### config.mk
export PLATFORM = sky130hd
export DESIGN_NAME = inst_prefetch_flat
export DESIGN_NICKNAME = d
export VERILOG_FILES = /design/src/rtl/inst_prefetch_if.sv /design/src/rtl/inst_prefetch.sv /design/src/flat_wrapper.sv
export SDC_FILE = /design/constraint.sdc
export NUM_CORES = 1
export LEC_CHECK = 0
export ABC_AREA = 1
export CORE_ASPECT_RATIO = 0.8
export CORE_UTILIZATION = 47
export CTS_BUF_LIST = sky130_fd_sc_hd__clkbuf_8
export DETAILED_ROUTE_END_ITERATION = 16
export GPL_TIMING_DRIVEN = 1
export MAX_ROUTING_LAYER = met4
export PLACE_DENSITY = 0.71
export SLEW_MARGIN = 20
export SYNTH_ARGS = -nofsm -noshare
export SYNTH_HDL_FRONTEND = slang
export SYNTH_SLANG_ARGS = --single-unit
### constraint.sdc
create_clock -name clk -period 10.1 [get_ports clk]
set_clock_uncertainty 0.1 [all_clocks]
set_input_delay 2.02 -clock clk [delete_from_list [all_inputs] [get_ports clk]]
set_output_delay 2.02 -clock clk [all_outputs]
set_load 0.01 [all_outputs]
### src/rtl/inst_prefetch_if.sv
// Fetch-side bus of the prefetch queue: RAM request/response, cpu head handshake and redirect.
interface inst_prefetch_if;
  logic        mem_req;
  logic [31:0] mem_addr;
  logic [31:0] mem_rdata;
  logic        inst_valid;
  logic [31:0] inst_data;
  logic [31:0] inst_pc;
  logic        inst_ready;
  logic        redirect;
  logic [31:0] redirect_pc;

  modport master (
    output mem_req, mem_addr, inst_valid, inst_data, inst_pc,
    input  mem_rdata, inst_ready, redirect, redirect_pc
  );
  modport slave (
    input  mem_req, mem_addr, inst_valid, inst_data, inst_pc,
    output mem_rdata, inst_ready, redirect, redirect_pc
  );
endinterface

### src/rtl/inst_prefetch.sv
// Instruction prefetch queue: sequential word fetches from a 1-cycle RAM, DEPTH-entry buffer
// of {inst, pc}, valid/ready head and redirect flush.
module inst_prefetch #(
  parameter int unsigned DEPTH    = 4,
  parameter logic [31:0] RESET_PC = 32'h0
) (
  input  logic          clk,
  input  logic          rst,
  inst_prefetch_if.master bus
);
  localparam int unsigned AW = $clog2(DEPTH);
  localparam int unsigned CW = AW + 1;

  logic [31:0]   r_data [DEPTH];
  logic [31:0]   r_pc   [DEPTH];
  logic [AW-1:0] r_wptr, r_rptr;
  logic [CW-1:0] r_count;
  logic [31:0]   r_fetch_pc, r_req_pc;
  logic          r_inflight, r_drop;

  logic          w_mem_req, w_push, w_pop;
  logic [CW-1:0] w_used;

  // The in-flight fetch holds a credit so its response always finds a free slot.
  assign w_used    = r_count + CW'(r_inflight);
  assign w_mem_req = ~rst & ~bus.redirect & (w_used < CW'(DEPTH));
  assign w_push    = r_inflight & ~r_drop;
  assign w_pop     = (r_count != '0) & bus.inst_ready;

  assign bus.mem_req    = w_mem_req;
  assign bus.mem_addr   = r_fetch_pc;
  assign bus.inst_valid = (r_count != '0);
  assign bus.inst_data  = r_data[r_rptr];
  assign bus.inst_pc    = r_pc[r_rptr];

  always_ff @(posedge clk or posedge rst) begin
    if (rst) begin
      r_fetch_pc <= RESET_PC;
      r_req_pc   <= '0;
      r_inflight <= 1'b0;
      r_drop     <= 1'b0;
      r_count    <= '0;
      r_wptr     <= '0;
      r_rptr     <= '0;
      for (int i = 0; i < int'(DEPTH); i++) begin
        r_data[i] <= '0;
        r_pc[i]   <= '0;
      end
    end else begin
      r_inflight <= w_mem_req;
      if (w_mem_req) begin
        r_fetch_pc <= r_fetch_pc + 32'd4;
        r_req_pc   <= r_fetch_pc;
      end
      if (bus.redirect) begin
        // Redirect beats push and pop: the response landing now and any pop are both lost.
        r_fetch_pc <= {bus.redirect_pc[31:2], 2'b00};
        r_count    <= '0;
        r_wptr     <= '0;
        r_rptr     <= '0;
        r_drop     <= w_mem_req;
      end else begin
        if (r_inflight) r_drop <= 1'b0;
        if (w_push) begin
          r_data[r_wptr] <= bus.mem_rdata;
          r_pc[r_wptr]   <= r_req_pc;
          r_wptr         <= r_wptr + AW'(1);
        end
        if (w_pop) r_rptr <= r_rptr + AW'(1);
        case ({w_push, w_pop})
          2'b10:   r_count <= r_count + CW'(1);
          2'b01:   r_count <= r_count - CW'(1);
          default: ;
        endcase
      end
    end
  end
endmodule

### src/flat_wrapper.sv
// flat-port wrapper written by rule: the top's interface ports become plain ports
module inst_prefetch_flat 
#(
  parameter int unsigned DEPTH    = 4,
  parameter logic [31:0] RESET_PC = 32'h0
)
  (clk, rst, bus_mem_req, bus_mem_addr, bus_inst_valid, bus_inst_data, bus_inst_pc, bus_mem_rdata, bus_inst_ready, bus_redirect, bus_redirect_pc);
  inst_prefetch_if bus_i ();
  input  logic clk;
  input  logic rst;
  output wire logic [$bits(bus_i.mem_req)-1:0] bus_mem_req;
  output wire logic [$bits(bus_i.mem_addr)-1:0] bus_mem_addr;
  output wire logic [$bits(bus_i.inst_valid)-1:0] bus_inst_valid;
  output wire logic [$bits(bus_i.inst_data)-1:0] bus_inst_data;
  output wire logic [$bits(bus_i.inst_pc)-1:0] bus_inst_pc;
  input wire logic [$bits(bus_i.mem_rdata)-1:0] bus_mem_rdata;
  input wire logic [$bits(bus_i.inst_ready)-1:0] bus_inst_ready;
  input wire logic [$bits(bus_i.redirect)-1:0] bus_redirect;
  input wire logic [$bits(bus_i.redirect_pc)-1:0] bus_redirect_pc;
  assign bus_mem_req = bus_i.mem_req;
  assign bus_mem_addr = bus_i.mem_addr;
  assign bus_inst_valid = bus_i.inst_valid;
  assign bus_inst_data = bus_i.inst_data;
  assign bus_inst_pc = bus_i.inst_pc;
  assign bus_i.mem_rdata = bus_mem_rdata;
  assign bus_i.inst_ready = bus_inst_ready;
  assign bus_i.redirect = bus_redirect;
  assign bus_i.redirect_pc = bus_redirect_pc;
  inst_prefetch #(.DEPTH(DEPTH), .RESET_PC(RESET_PC)) u_core (.clk(clk), .rst(rst), .bus(bus_i));
endmodule
==> load_flow_metrics.sql, run 1 <==
INSERT INTO impl_metrics (metric_group, metric, value, unit) VALUES
('global_route', 'pin_count_of_the_biggest_net_entering_global_routing', '178', ''),
('detailed_routing', 'postRouteAntennaNets', '0', ''),
('floorplanning', 'design.core.area', '0.0305', 'mm²'),
('synth', 'yosys.area.top_type_share', '54.2', '%'),
('floorplanning', 'num_io_pins', '166', ''),
('placed_design', 'placement.io_buffers', '159', ''),
('power', 'switching_power', '1610', 'µW'),
('clock_network', 'insertion_delay', '0.59', 'ns'),
('finish', 'final_common_cell', 'sky130_fd_sc_hd__nand2_1', ''),
('synth', 'postSynthAreaPerCell', '8.35', 'µm²'),
('global_route', 'globalRoute.totalOverflow', '0', ''),
('clock_network', 'ctsHtreeMaxLevel', '2', ''),
('floorplanning', 'height_of_the_chip', '160', 'µm'),
('worst_setup_path', 'worst-setup-path-type', 'input port to output pin', ''),
('placed_design', 'hpwl', '21200', 'µm'),
('synth', 'yosys-top-cells-area', 'sky130_fd_sc_hd__dfrtp_1, sky130_fd_sc_hd__nand2_1, sky130_fd_sc_hd__o21ai_1, sky130_fd_sc_hd__o21ai_0, sky130_fd_sc_hd__nor2_1', ''),
('placed_design', 'place_congestion', '0.946', ''),
('finish', 'multi_input_area', '0.00554', 'mm²'),
('floorplanning', 'fp.dieW', '199', 'µm'),
('floorplanning', 'dieArea', '0.0318', 'mm²'),
('clock_network', 'cts_tree', 'done', ''),
('synth', 'yosys_register_bits', '317', ''),
('clock_network', 'cts_buffers', '51', ''),
('timing', 'final_max_slew_viol_count', '0', ''),
('worst_setup_path', 'cp.arrival', '4.84', 'ns'),
('finish', 'stdcell_area', '0.0172', 'mm²'),
('timing', 'worst_hold_slack', '0.383', 'ns'),
('finish', 'regArea', '0.00794', 'mm²'),
('worst_setup_path', 'critical_path_peak_fanout', '73', ''),
('clock_network', 'cts_max_path_buffers', '3', ''),
('synth', 'yosys_warnings', '0', ''),
('synth', 'syn_area', '0.0146', 'mm²'),
('power', 'power_leakage', '0.00818', 'µW'),
('hold_path', 'hold_class', 'flop to flop', ''),
('synth', 'synth-seq-area-share', '54.2', '%'),
('detailed_routing', 'initial_drt_pass_iterations', '8', ''),
('detailed_routing', 'avgViaCountPerCell', '5.24', ''),
('worst_setup_path', 'endpoint_kind', 'output pin', ''),
('global_route', 'grt_first_pass_wirelength', '59300', 'µm'),
('timing', 'grt_setup_unrepaired', 'no', ''),
('detailed_routing', 'detail_route.drc_violations', '0', ''),
('finish', 'diodes', '0', ''),
('detailed_routing', 'drt-initial-drc-count', '1078', ''),
('worst_setup_path', 'slack_of_the_worst_reg_to_reg_path', '7.62', 'ns'),
('detailed_routing', 'via_count', '12200', ''),
('floorplanning', 'initial_core_utilization', '48.0', '%'),
('timing', 'finalSetupViolations', '0', ''),
('detailed_routing', 'detail_route.wirelength', '36100', 'µm'),
('worst_setup_path', 'setup_crit_start_kind', 'input port', ''),
('clock_network', 'cts_sinks', '317', ''),
('hold_path', 'hold_depth', '2', ''),
('power', 'p_sw_share', '35.4', '%'),
('timing', 'finalHoldViolCount', '0', ''),
('worst_setup_path', 'ff2ff_path_depth', '6', ''),
('timing', 'setup_tns', '0', 'ns'),
('finish', 'num-nets-final', '1939', ''),
('finish', 'synthToLayoutAreaGrowth', '17.6', '%'),
('floorplanning', 'placement_rows', '57', ''),
('finish', 'fillerInstances', '2777', ''),
('clock_network', 'clk_transition_reported_paths', '0.06', 'ns'),
('synth', 'synth_largest_area_cell', 'sky130_fd_sc_hd__dfrtp_1', ''),
('outcome', 'run_status', 'complete, no violations', ''),
('finish', 'final_core_utilization', '56.5', '%'),
('power', 'power.internal', '2930', 'µW'),
('global_route', 'grt_antenna_before_repair', '0', ''),
('power', 'power.clock.fraction', '24.0', '%'),
('power', 'power.share.sequential', '41.2', '%'),
('power', 'power.density', '264', 'mW/mm²'),
('worst_setup_path', 'worstSetupStartpoint', 'bus_redirect', ''),
('global_route', 'grt_usage', '23.8', '%'),
('worst_setup_path', 'critical_path_required', '7.98', 'ns');
-- layer usage --
metal  up-vias  part of all wire [%]  GRT usage (%)
li1       5972                     -              -
met2       369                    44           34.9
met5         -                     0              -
met1      5766                    48           34.2
met4         0                   1.7           6.33
met3        48                   6.4           3.70
-- worst max-delay path, cell delays in order --
cell                              delay, ns
sky130_fd_sc_hd__clkdlybuf4s50_1       0.39
sky130_fd_sc_hd__buf_4                 0.27
sky130_fd_sc_hd__nor2_4                0.17
sky130_fd_sc_hd__nand3_4               0.58
sky130_fd_sc_hd__inv_2                 0.73
sky130_fd_sc_hd__clkdlybuf4s50_1       0.65
-- power by group through the flow --
stage          clock network, µW  registers (µW)  logic [µW]
2_1_floorplan                  0            1820         937
3_5_place_dp                   0            1880        1590
6_report                    1090            1870        1580
5_1_grt                     1170            1910        1770
4_1_cts                     1120            1860        1590
3_3_place_gp                   0            1870        1560
-- metrics by stage --
step,worst slack (ns),cells
after global placement,3.12,2225
final,3.14,2320
after detailed placement,3.11,2225
after global routing,2.91,2320
after CTS,3.11,2320
after floorplan,3.76,1754
-- cells in the mapped netlist --
| master | n |
|---|---|
| sky130_fd_sc_hd__nand2_1 | 431 |
| sky130_fd_sc_hd__dfrtp_1 | 317 |
| sky130_fd_sc_hd__o21ai_1 | 232 |
| sky130_fd_sc_hd__o21ai_0 | 171 |
| sky130_fd_sc_hd__nor2_1 | 162 |
| sky130_fd_sc_hd__inv_1 | 125 |
| sky130_fd_sc_hd__nand3_1 | 74 |
| sky130_fd_sc_hd__o22ai_1 | 62 |
| sky130_fd_sc_hd__clkbuf_1 | 46 |
| sky130_fd_sc_hd__buf_6 | 28 |
| sky130_fd_sc_hd__buf_2 | 17 |
| sky130_fd_sc_hd__buf_1 | 14 |
| sky130_fd_sc_hd__o21ai_2 | 8 |
| sky130_fd_sc_hd__buf_4 | 7 |
| sky130_fd_sc_hd__a21oi_1 | 6 |
| sky130_fd_sc_hd__nand2_2 | 6 |
| sky130_fd_sc_hd__nor2_2 | 6 |
| sky130_fd_sc_hd__nor2_4 | 6 |
| sky130_fd_sc_hd__ha_1 | 5 |
| sky130_fd_sc_hd__nand2_4 | 5 |
| sky130_fd_sc_hd__inv_2 | 4 |
| sky130_fd_sc_hd__nand4_1 | 4 |
| sky130_fd_sc_hd__o211ai_1 | 4 |
| sky130_fd_sc_hd__xor2_1 | 2 |
| sky130_fd_sc_hd__a22o_1 | 1 |
| sky130_fd_sc_hd__clkinv_1 | 1 |
| sky130_fd_sc_hd__conb_1 | 1 |
| sky130_fd_sc_hd__fa_1 | 1 |
| sky130_fd_sc_hd__nand3_4 | 1 |
| sky130_fd_sc_hd__nand3b_2 | 1 |
| sky130_fd_sc_hd__nor2_8 | 1 |
| sky130_fd_sc_hd__nor3_1 | 1 |
| sky130_fd_sc_hd__xnor2_1 | 1 |
-- worst max-delay path by stage --
stage,slack (ns),to,cells past startpoint
after floorplan,3.76,u_core.bus.mem_addr[10]$_DFFE_PP0P_,1
after global placement,3.12,bus_mem_req,6
after detailed placement,3.11,bus_mem_req,6
after CTS,3.11,bus_mem_req,6
after global routing,2.91,bus_mem_req,6
final,3.14,bus_mem_req,6
-- sequential cells by signal, summed over array words and instances, names as in the netlist --
| name | cells |
|---|---|
| u_core.r_wptr | 2 |
| u_core.r_drop | 1 |
| u_core.r_rptr | 2 |
| u_core.r_req_pc | 30 |
| u_core.r_inflight | 1 |
| u_core.r_pc | 120 |
| u_core.r_data | 128 |
| u_core.r_count | 3 |
| u_core.bus.mem_addr | 30 |
-- cell families (layout without fill, tap and decap cells) --
logic type / count (synthesis) / count (layout) / synth area share [%]
xor gates and xnor gates: 3 / 3 / 0.180
buffers and inverters: 242 / 395 / 7.97
adders and majority gates: 6 / 6 / 0.564
DFF: 317 / 317 / 54.2
other: 1 / 4 / 0.0256
and+or+nand+nor: 698 / 698 / 19.6
AOI/OAI and AO/OA: 484 / 484 / 17.4
-- final cells by class --
class / instances / share of cell area [%]
Sequential cell: 317 / 46.1
Multi-Input combinational cell: 1195 / 32.2
Timing Repair Buffer: 170 / 9.87
Clock buffer: 65 / 5.20
Tap cell: 413 / 3.00
Inverter: 130 / 2.86
Clock inverter: 30 / 0.734
(Power assumes the default switching activity.)
==> run 2, diff against run 1 <==
--- a/config.mk
+++ b/config.mk
@@ -12,7 +12,7 @@
 export DETAILED_ROUTE_END_ITERATION = 16
 export GPL_TIMING_DRIVEN = 1
 export MAX_ROUTING_LAYER = met4
-export PLACE_DENSITY = 0.71
+export PLACE_DENSITY = 0.69
 export SLEW_MARGIN = 20
 export SYNTH_ARGS = -nofsm -noshare
 export SYNTH_HDL_FRONTEND = slang
==> constraint.sdc (replaced) <==
create_clock -name clk -period 7.2 [get_ports clk]
set_clock_uncertainty 0.1 [all_clocks]
set_input_delay 1.44 -clock clk [delete_from_list [all_inputs] [get_ports clk]]
set_output_delay 1.44 -clock clk [all_outputs]
set_load 0.01 [all_outputs]
==> load_flow_metrics.sql, run 2 (synthesis gave the netlist of run 1 again) <==
INSERT INTO impl_metrics (metric_group, metric, value, unit) VALUES
('floorplanning', 'placement_rows', '57', ''),
('worst_setup_path', 'critical_path_peak_fanout', '37', ''),
('worst_setup_path', 'endpoint_kind', 'output pin', ''),
('worst_setup_path', 'cp_max_delay_cell', 'sky130_fd_sc_hd__clkdlybuf4s50_1', ''),
('power', 'power.density', '368', 'mW/mm²'),
('timing', 'final_period_minus_worst_setup_slack', '5.05', 'ns'),
('worst_setup_path', 'ff2ff_path_depth', '5', ''),
('floorplanning', 'design.core.area', '0.0305', 'mm²'),
('timing', 'finalSetupViolations', '0', ''),
('finish', 'mostFrequentLayoutCells', 'sky130_fd_sc_hd__nand2_1, sky130_fd_sc_hd__dfrtp_1, sky130_fd_sc_hd__o21ai_1', ''),
('global_route', 'globalRoute.totalOverflow', '0', ''),
('worst_setup_path', 'path_cells', 'clkdlybuf4s50_1, buf_4, nor2_4, nand3_4, inv_2, clkdlybuf4s50_1', ''),
('floorplanning', 'height_of_the_chip', '160', 'µm'),
('worst_setup_path', 'critical_path.max_stage_delay', '0.65', 'ns'),
('finish', 'layout-drive-gt1-share', '6.67', '%'),
('finish', 'num-nets-final', '1942', ''),
('floorplanning', 'dieArea', '0.0318', 'mm²'),
('clock_network', 'clk_root_buffer_cell', 'sky130_fd_sc_hd__clkbuf_8', ''),
('timing', 'finalHoldViolCount', '0', ''),
('power', 'power.share.sequential', '41.5', '%'),
('timing', 'final_max_slew_viol_count', '0', ''),
('global_route', 'pin_count_of_the_biggest_net_entering_global_routing', '106', ''),
('worst_setup_path', 'worst-setup-path-type', 'input port to output pin', ''),
('finish', 'largestRegisters', 'u_core.r_data: 128 flops, u_core.r_pc: 120 flops', ''),
('power', 'vdd_drop_max', '142', 'µV'),
('worst_setup_path', 'r2r_start', 'u_core.r_wptr[0]$_DFFE_PP0P_', ''),
('power', 'comb_power_share', '35.4', '%'),
('floorplanning', 'fp.dieW', '199', 'µm'),
('outcome', 'run_status', 'complete, no violations', ''),
('timing', 'worst_pin_slew', '1.00', 'ns'),
('detailed_routing', 'avgViaCountPerCell', '5.22', ''),
('power', 'power.clock.fraction', '23.1', '%'),
('finish', 'diodes', '0', ''),
('timing', 'grt_setup_unrepaired', 'no', ''),
('hold_path', 'hold_depth', '2', ''),
('timing', 'maxClockFrequency', '198', 'MHz'),
('placed_design', 'place_congestion', '0.896', ''),
('worst_setup_path', 'critical-path-top-cell-by-count', 'sky130_fd_sc_hd__clkdlybuf4s50_1', ''),
('global_route', 'first_global_vias', '11400', ''),
('clock_network', 'ctsHtreeMaxLevel', '2', ''),
('detailed_routing', 'drt-initial-drc-count', '820', ''),
('clock_network', 'cts_sinks', '317', ''),
('timing', 'slew-limit-headroom', '33.3', '%'),
('detailed_routing', 'detail_route.wirelength', '36600', 'µm'),
('finish', 'fillerInstances', '2845', ''),
('clock_network', 'number_of_hold_buffers_added_after_cts', '0', ''),
('worst_setup_path', 'r2r-end', 'u_core.r_pc[62]$_DFFE_PP0P_', ''),
('power', 'p_sw_share', '35.6', '%'),
('hold_path', 'worst_hold_path.endpoint', 'u_core.r_pc[63]$_DFFE_PP0P_', ''),
('power', 'switching_power', '2250', 'µW'),
('global_route', 'grt_antenna_before_repair', '0', ''),
('timing', 'final_min_period_over_clock_period', '70.1', '%'),
('power', 'power.internal', '4060', 'µW'),
('clock_network', 'post_cts.repair.setup_buffers', '0', ''),
('timing', 'setup_tns', '0', 'ns'),
('worst_setup_path', 'critical_path_required', '5.66', 'ns'),
('floorplanning', 'initial_core_utilization', '48.0', '%'),
('clock_network', 'insertion_delay', '0.58', 'ns'),
('floorplanning', 'num_io_pins', '166', ''),
('clock_network', 'cts_buffers', '50', ''),
('detailed_routing', 'detail_route.wl_per_cell', '15.8', 'µm'),
('finish', 'synthToLayoutAreaGrowth', '17.3', '%'),
('clock_network', 'ctsResizeCount', '0', ''),
('hold_path', 'timing.hold.worst.start', 'u_core.r_pc[63]$_DFFE_PP0P_', ''),
('detailed_routing', 'via_count', '12100', ''),
('detailed_routing', 'postRouteAntennaNets', '0', ''),
('clock_network', 'cts_max_path_buffers', '3', ''),
('global_route', 'grt_usage', '24.4', '%'),
('finish', 'flip_flop_count_of_the_largest_register_all_copies_and_words_added', '128', ''),
('clock_network', 'cts_tree', 'done', ''),
('hold_path', 'hold_class', 'flop to flop', ''),
('worst_setup_path', 'cp.arrival', '3.51', 'ns'),
('global_route', 'grt_first_pass_wirelength', '60100', 'µm'),
('worst_setup_path', 'setup_crit_start_kind', 'input port', ''),
('finish', 'final_common_cell', 'sky130_fd_sc_hd__nand2_1', ''),
('finish', 'top_register', 'u_core.r_data', ''),
('placed_design', 'placement.io_buffers', '159', ''),
('flow_run', 'maxCapViolations', '0', ''),
('detailed_routing', 'initial_drt_pass_iterations', '5', ''),
('power', 'power_leakage', '0.00814', 'µW'),
('placed_design', 'hpwl', '21900', 'µm'),
('clock_network', 'clk_transition_reported_paths', '0.06', 'ns'),
('worst_setup_path', 'slack_of_the_worst_reg_to_reg_path', '4.80', 'ns'),
('detailed_routing', 'detail_route.drc_violations', '0', ''),
('finish', 'final_core_utilization', '56.4', '%');
## run 2: cell count changes in the layout (fill, tap and decap cells not counted)
cell / delta
sky130_fd_sc_hd__clkinvlp_4: +1
sky130_fd_sc_hd__inv_1: -6
sky130_fd_sc_hd__inv_6: -1
sky130_fd_sc_hd__clkinv_2: +4
sky130_fd_sc_hd__clkbuf_8: -5
sky130_fd_sc_hd__buf_4: +4
## run 2: cell type report
cell class / count / area, µm² / share of cell area [%]
clock buffer: 60 / 826 / 4.81
clock inverter: 28 / 123 / 0.714
inverter: 130 / 493 / 2.87
multi-input combinational: 1195 / 5540 / 32.3
sequential: 317 / 7940 / 46.2
tap: 413 / 517 / 3.01
timing repair buffer: 174 / 1730 / 10.1
## run 2: how the worst max path moves through the flow
stage,start,endpoint,slack [ns],cells after the start
final,bus_redirect,bus_mem_req,2.15,6
after global routing,u_core.r_rptr[0]$_DFFE_PP0P_,bus_inst_pc[13],1.94,5
after CTS,u_core.r_rptr[0]$_DFFE_PP0P_,bus_inst_data[25],2.15,5
after detailed placement,bus_redirect,bus_mem_req,2.17,6
after global placement,bus_redirect,bus_mem_req,2.17,6
after floorplan,rst,u_core.bus.mem_addr[10]$_DFFE_PP0P_,1.44,1
## run 2: metrics by stage
step	hold WS (ns)	cell area, µm²	instances	setup slack (ns)	total power [µW]
2_1_floorplan	0.348	14600	1754	1.44	3870
3_3_place_gp	0.363	16200	2229	2.17	4820
3_5_place_dp	0.367	16200	2229	2.17	4880
4_1_cts	0.382	17200	2317	2.15	6360
5_1_grt	0.395	17200	2317	1.94	6750
6_report	0.378	17200	2317	2.15	6310
## run 2: worst max-delay path, delay by kind of cell
family	cells	cell delay [ns]
buffers and inverters	4	1.77
and+or+nand+nor	2	0.25
## run 2: per-layer routing
metal | share of wire (%) | global-route usage (%) | routed length, µm
met1 | 49 | 36.0 | 18000
met2 | 43 | 34.7 | 15800
met3 | 6.5 | 4.29 | 2380
met4 | 1.4 | 5.84 | 513
met5 | 0 | - | 0
## run 2: power groups by stage
stage                     Clock, µW  Sequential, µW  Combinational, µW
after floorplan                   0            2550               1310
after global placement            0            2620               2200
after detailed placement          0            2630               2250
after CTS                      1500            2610               2250
after global routing           1570            2680               2500
final                          1460            2620               2230
==> run 3, diff against run 2 <==
--- a/config.mk
+++ b/config.mk
@@ -12,7 +12,7 @@
 export DETAILED_ROUTE_END_ITERATION = 16
 export GPL_TIMING_DRIVEN = 1
 export MAX_ROUTING_LAYER = met4
-export PLACE_DENSITY = 0.69
+export PLACE_DENSITY = 0.71
 export SLEW_MARGIN = 20
 export SYNTH_ARGS = -nofsm -noshare
 export SYNTH_HDL_FRONTEND = slang
==> constraint.sdc (replaced) <==
create_clock -name clk -period 4.1 [get_ports clk]
set_clock_uncertainty 0.1 [all_clocks]
set_input_delay 0.82 -clock clk [delete_from_list [all_inputs] [get_ports clk]]
set_output_delay 0.82 -clock clk [all_outputs]
set_load 0.01 [all_outputs]
==> load_flow_metrics.sql, run 3 (synthesis gave the netlist of run 1 again) <==
INSERT INTO impl_metrics (metric_group, metric, value, unit) VALUES
('clock_network', 'ctsResizeCount', '0', ''),
('worst_setup_path', 'endpoint_kind', 'output pin', ''),
('timing', 'worst_pin_slew', '0.874', 'ns'),
('clock_network', 'clk_root_buffer_cell', 'sky130_fd_sc_hd__clkbuf_8', ''),
('worst_setup_path', 'worst-setup-path-type', 'flop to output pin', ''),
('finish', 'largestRegisters', 'u_core.r_data: 128 flops, u_core.r_pc: 120 flops', ''),
('finish', 'mostFrequentLayoutCells', 'sky130_fd_sc_hd__nand2_1, sky130_fd_sc_hd__dfrtp_1, sky130_fd_sc_hd__o21ai_1', ''),
('finish', 'flip_flop_count_of_the_largest_register_all_copies_and_words_added', '128', ''),
('clock_network', 'post_cts.repair.setup_buffers', '0', ''),
('timing', 'finalSetupViolations', '0', ''),
('worst_setup_path', 'setup_crit_start_kind', 'flop', ''),
('floorplanning', 'fp.dieW', '199', 'µm'),
('clock_network', 'cts_buffers', '51', ''),
('detailed_routing', 'avgViaCountPerCell', '5.27', ''),
('detailed_routing', 'via_count', '12200', ''),
('clock_network', 'clk_transition_reported_paths', '0.07', 'ns'),
('finish', 'final_core_utilization', '57.3', '%'),
('placed_design', 'place_congestion', '0.943', ''),
('detailed_routing', 'uppermost_layer_routed', 'met4', ''),
('finish', 'fillerInstances', '2759', ''),
('worst_setup_path', 'critical_path_peak_fanout', '80', ''),
('finish', 'stdcell_area', '0.0175', 'mm²'),
('floorplanning', 'initial_core_utilization', '48.0', '%'),
('timing', 'grt_setup_unrepaired', 'no', ''),
('detailed_routing', 'drt-initial-drc-count', '973', ''),
('finish', 'top_register', 'u_core.r_data', ''),
('finish', 'num-nets-final', '1950', ''),
('timing', 'final_max_slew_viol_count', '0', ''),
('outcome', 'run_status', 'complete, no violations', ''),
('clock_network', 'cts_tree', 'done', ''),
('floorplanning', 'placement_rows', '57', ''),
('floorplanning', 'design.core.area', '0.0305', 'mm²'),
('placed_design', 'placement.io_buffers', '159', ''),
('finish', 'regArea', '0.00794', 'mm²'),
('detailed_routing', 'routedLengthMet1', '18000', 'µm'),
('detailed_routing', 'initial_drt_pass_iterations', '6', ''),
('timing', 'worst_hold_slack', '0.375', 'ns'),
('worst_setup_path', 'cp.arrival', '2.91', 'ns'),
('power', 'power_leakage', '0.00826', 'µW'),
('floorplanning', 'num_io_pins', '166', ''),
('clock_network', 'number_of_hold_buffers_added_after_cts', '0', ''),
('finish', 'layout-drive-gt1-share', '7.43', '%'),
('detailed_routing', 'detail_route.drc_violations', '0', ''),
('finish', 'synthToLayoutAreaGrowth', '19.4', '%'),
('clock_network', 'ctsHtreeMaxLevel', '2', ''),
('finish', 'multi_input_area', '0.00554', 'mm²'),
('power', 'vdd_drop_max', '259', 'µV'),
('timing', 'final_period_minus_worst_setup_slack', '3.83', 'ns'),
('timing', 'finalHoldViolCount', '0', ''),
('detailed_routing', 'detail_route.wl_per_cell', '15.8', 'µm'),
('global_route', 'pin_count_of_the_biggest_net_entering_global_routing', '163', ''),
('global_route', 'globalRoute.totalOverflow', '0', ''),
('timing', 'final_min_period_over_clock_period', '93.4', '%'),
('finish', 'diodes', '0', ''),
('detailed_routing', 'met3_length', '2220', 'µm'),
('global_route', 'grt_antenna_before_repair', '0', ''),
('placed_design', 'placedInstanceArea', '0.0164', 'mm²'),
('global_route', 'grt_usage', '24.1', '%'),
('power', 'power.density', '656', 'mW/mm²'),
('floorplanning', 'height_of_the_chip', '160', 'µm'),
('hold_path', 'hold_class', 'flop to flop', ''),
('detailed_routing', 'detail_route.wirelength', '36800', 'µm'),
('detailed_routing', 'detailroute.wirelength.met2', '16000', 'µm'),
('flow_run', 'maxCapViolations', '0', ''),
('timing', 'slew-limit-headroom', '41.7', '%'),
('finish', 'final_common_cell', 'sky130_fd_sc_hd__nand2_1', ''),
('global_route', 'grt_first_pass_wirelength', '59800', 'µm'),
('clock_network', 'cts_max_path_buffers', '3', ''),
('clock_network', 'insertion_delay', '0.59', 'ns'),
('placed_design', 'hpwl', '22700', 'µm'),
('global_route', 'first_global_vias', '11600', ''),
('timing', 'maxClockFrequency', '261', 'MHz'),
('clock_network', 'cts_sinks', '317', ''),
('worst_setup_path', 'critical_path_required', '3.18', 'ns'),
('detailed_routing', 'postRouteAntennaNets', '0', ''),
('floorplanning', 'dieArea', '0.0318', 'mm²');
==> run 3: cell count changes in the layout (fill, tap and decap cells not counted) <==
cell,change
sky130_fd_sc_hd__clkbuf_8,+7
sky130_fd_sc_hd__buf_4,-1
sky130_fd_sc_hd__bufinv_16,+3
sky130_fd_sc_hd__buf_12,+8
sky130_fd_sc_hd__clkinvlp_4,-2
sky130_fd_sc_hd__inv_1,-8
==> run 3: worst max-delay path: stages, from the launching register on <==
cell and delay (ns):
sky130_fd_sc_hd__dfrtp_4 0.78, sky130_fd_sc_hd__buf_12 0.39, sky130_fd_sc_hd__o21ai_0 0.13, sky130_fd_sc_hd__o22ai_1 0.34, sky130_fd_sc_hd__clkdlybuf4s50_1 0.63
==> run 3: power breakdown <==
group          switching [µW]  internal, µW
logic                    2130          1800
registers                 601          4030
clock network            1260          1640
total                    3990          7470
==> run 3: area by class of cell <==
type / instances / area share, %
Tap cell: 413 / 2.96
Timing Repair Buffer: 181 / 10.8
Multi-Input combinational cell: 1195 / 31.7
Clock inverter: 21 / 0.960
Inverter: 130 / 2.82
Sequential cell: 317 / 45.5
Clock buffer: 67 / 5.28
==> run 3: per-stage QoR <==
| step | std cells | worst slack [ns] | TNS, ns | power (µW) |
|---|---|---|---|---|
| after floorplan | 1754 | -1.04 | -331.21 | 6790 |
| after global placement | 2236 | 0.851 | 0 | 8500 |
| after detailed placement | 2236 | 0.845 | 0 | 8600 |
| after CTS | 2324 | 0.222 | 0 | 11500 |
| after global routing | 2324 | 0.0909 | 0 | 12200 |
| final | 2324 | 0.271 | 0 | 11500 |
==> run 3: per-layer routing <==
metal  vias up  track usage (%)
met3        47             3.99
met4         0             6.36
met2       397             34.4
met1      5815             35.6
li1       5982                -
met5         -                -
==> run 3: path summary, 6_finish.rpt <==
kind / slack [ns] / start / endpoint / cells past startpoint
worst max register to register: 1.92 / u_core.r_count[2]$_DFFE_PP0P_ / u_core.bus.mem_addr[11]$_DFFE_PP0P_ / 8
worst max-delay path: 0.27 / u_core.r_rptr[0]$_DFFE_PP0P_ / bus_inst_pc[14] / 4
max in group asynchronous: 2.26 / rst / u_core.r_rptr[0]$_DFFE_PP0P_ / 3
worst min-delay path: 0.37 / u_core.r_data[72]$_DFFE_PP0P_ / u_core.r_data[72]$_DFFE_PP0P_ / 2
min in group asynchronous: 0.50 / rst / u_core.bus.mem_addr[17]$_DFFE_PP0P_ / 2
worst min register to register: 0.37 / u_core.r_data[72]$_DFFE_PP0P_ / u_core.r_data[72]$_DFFE_PP0P_ / 2
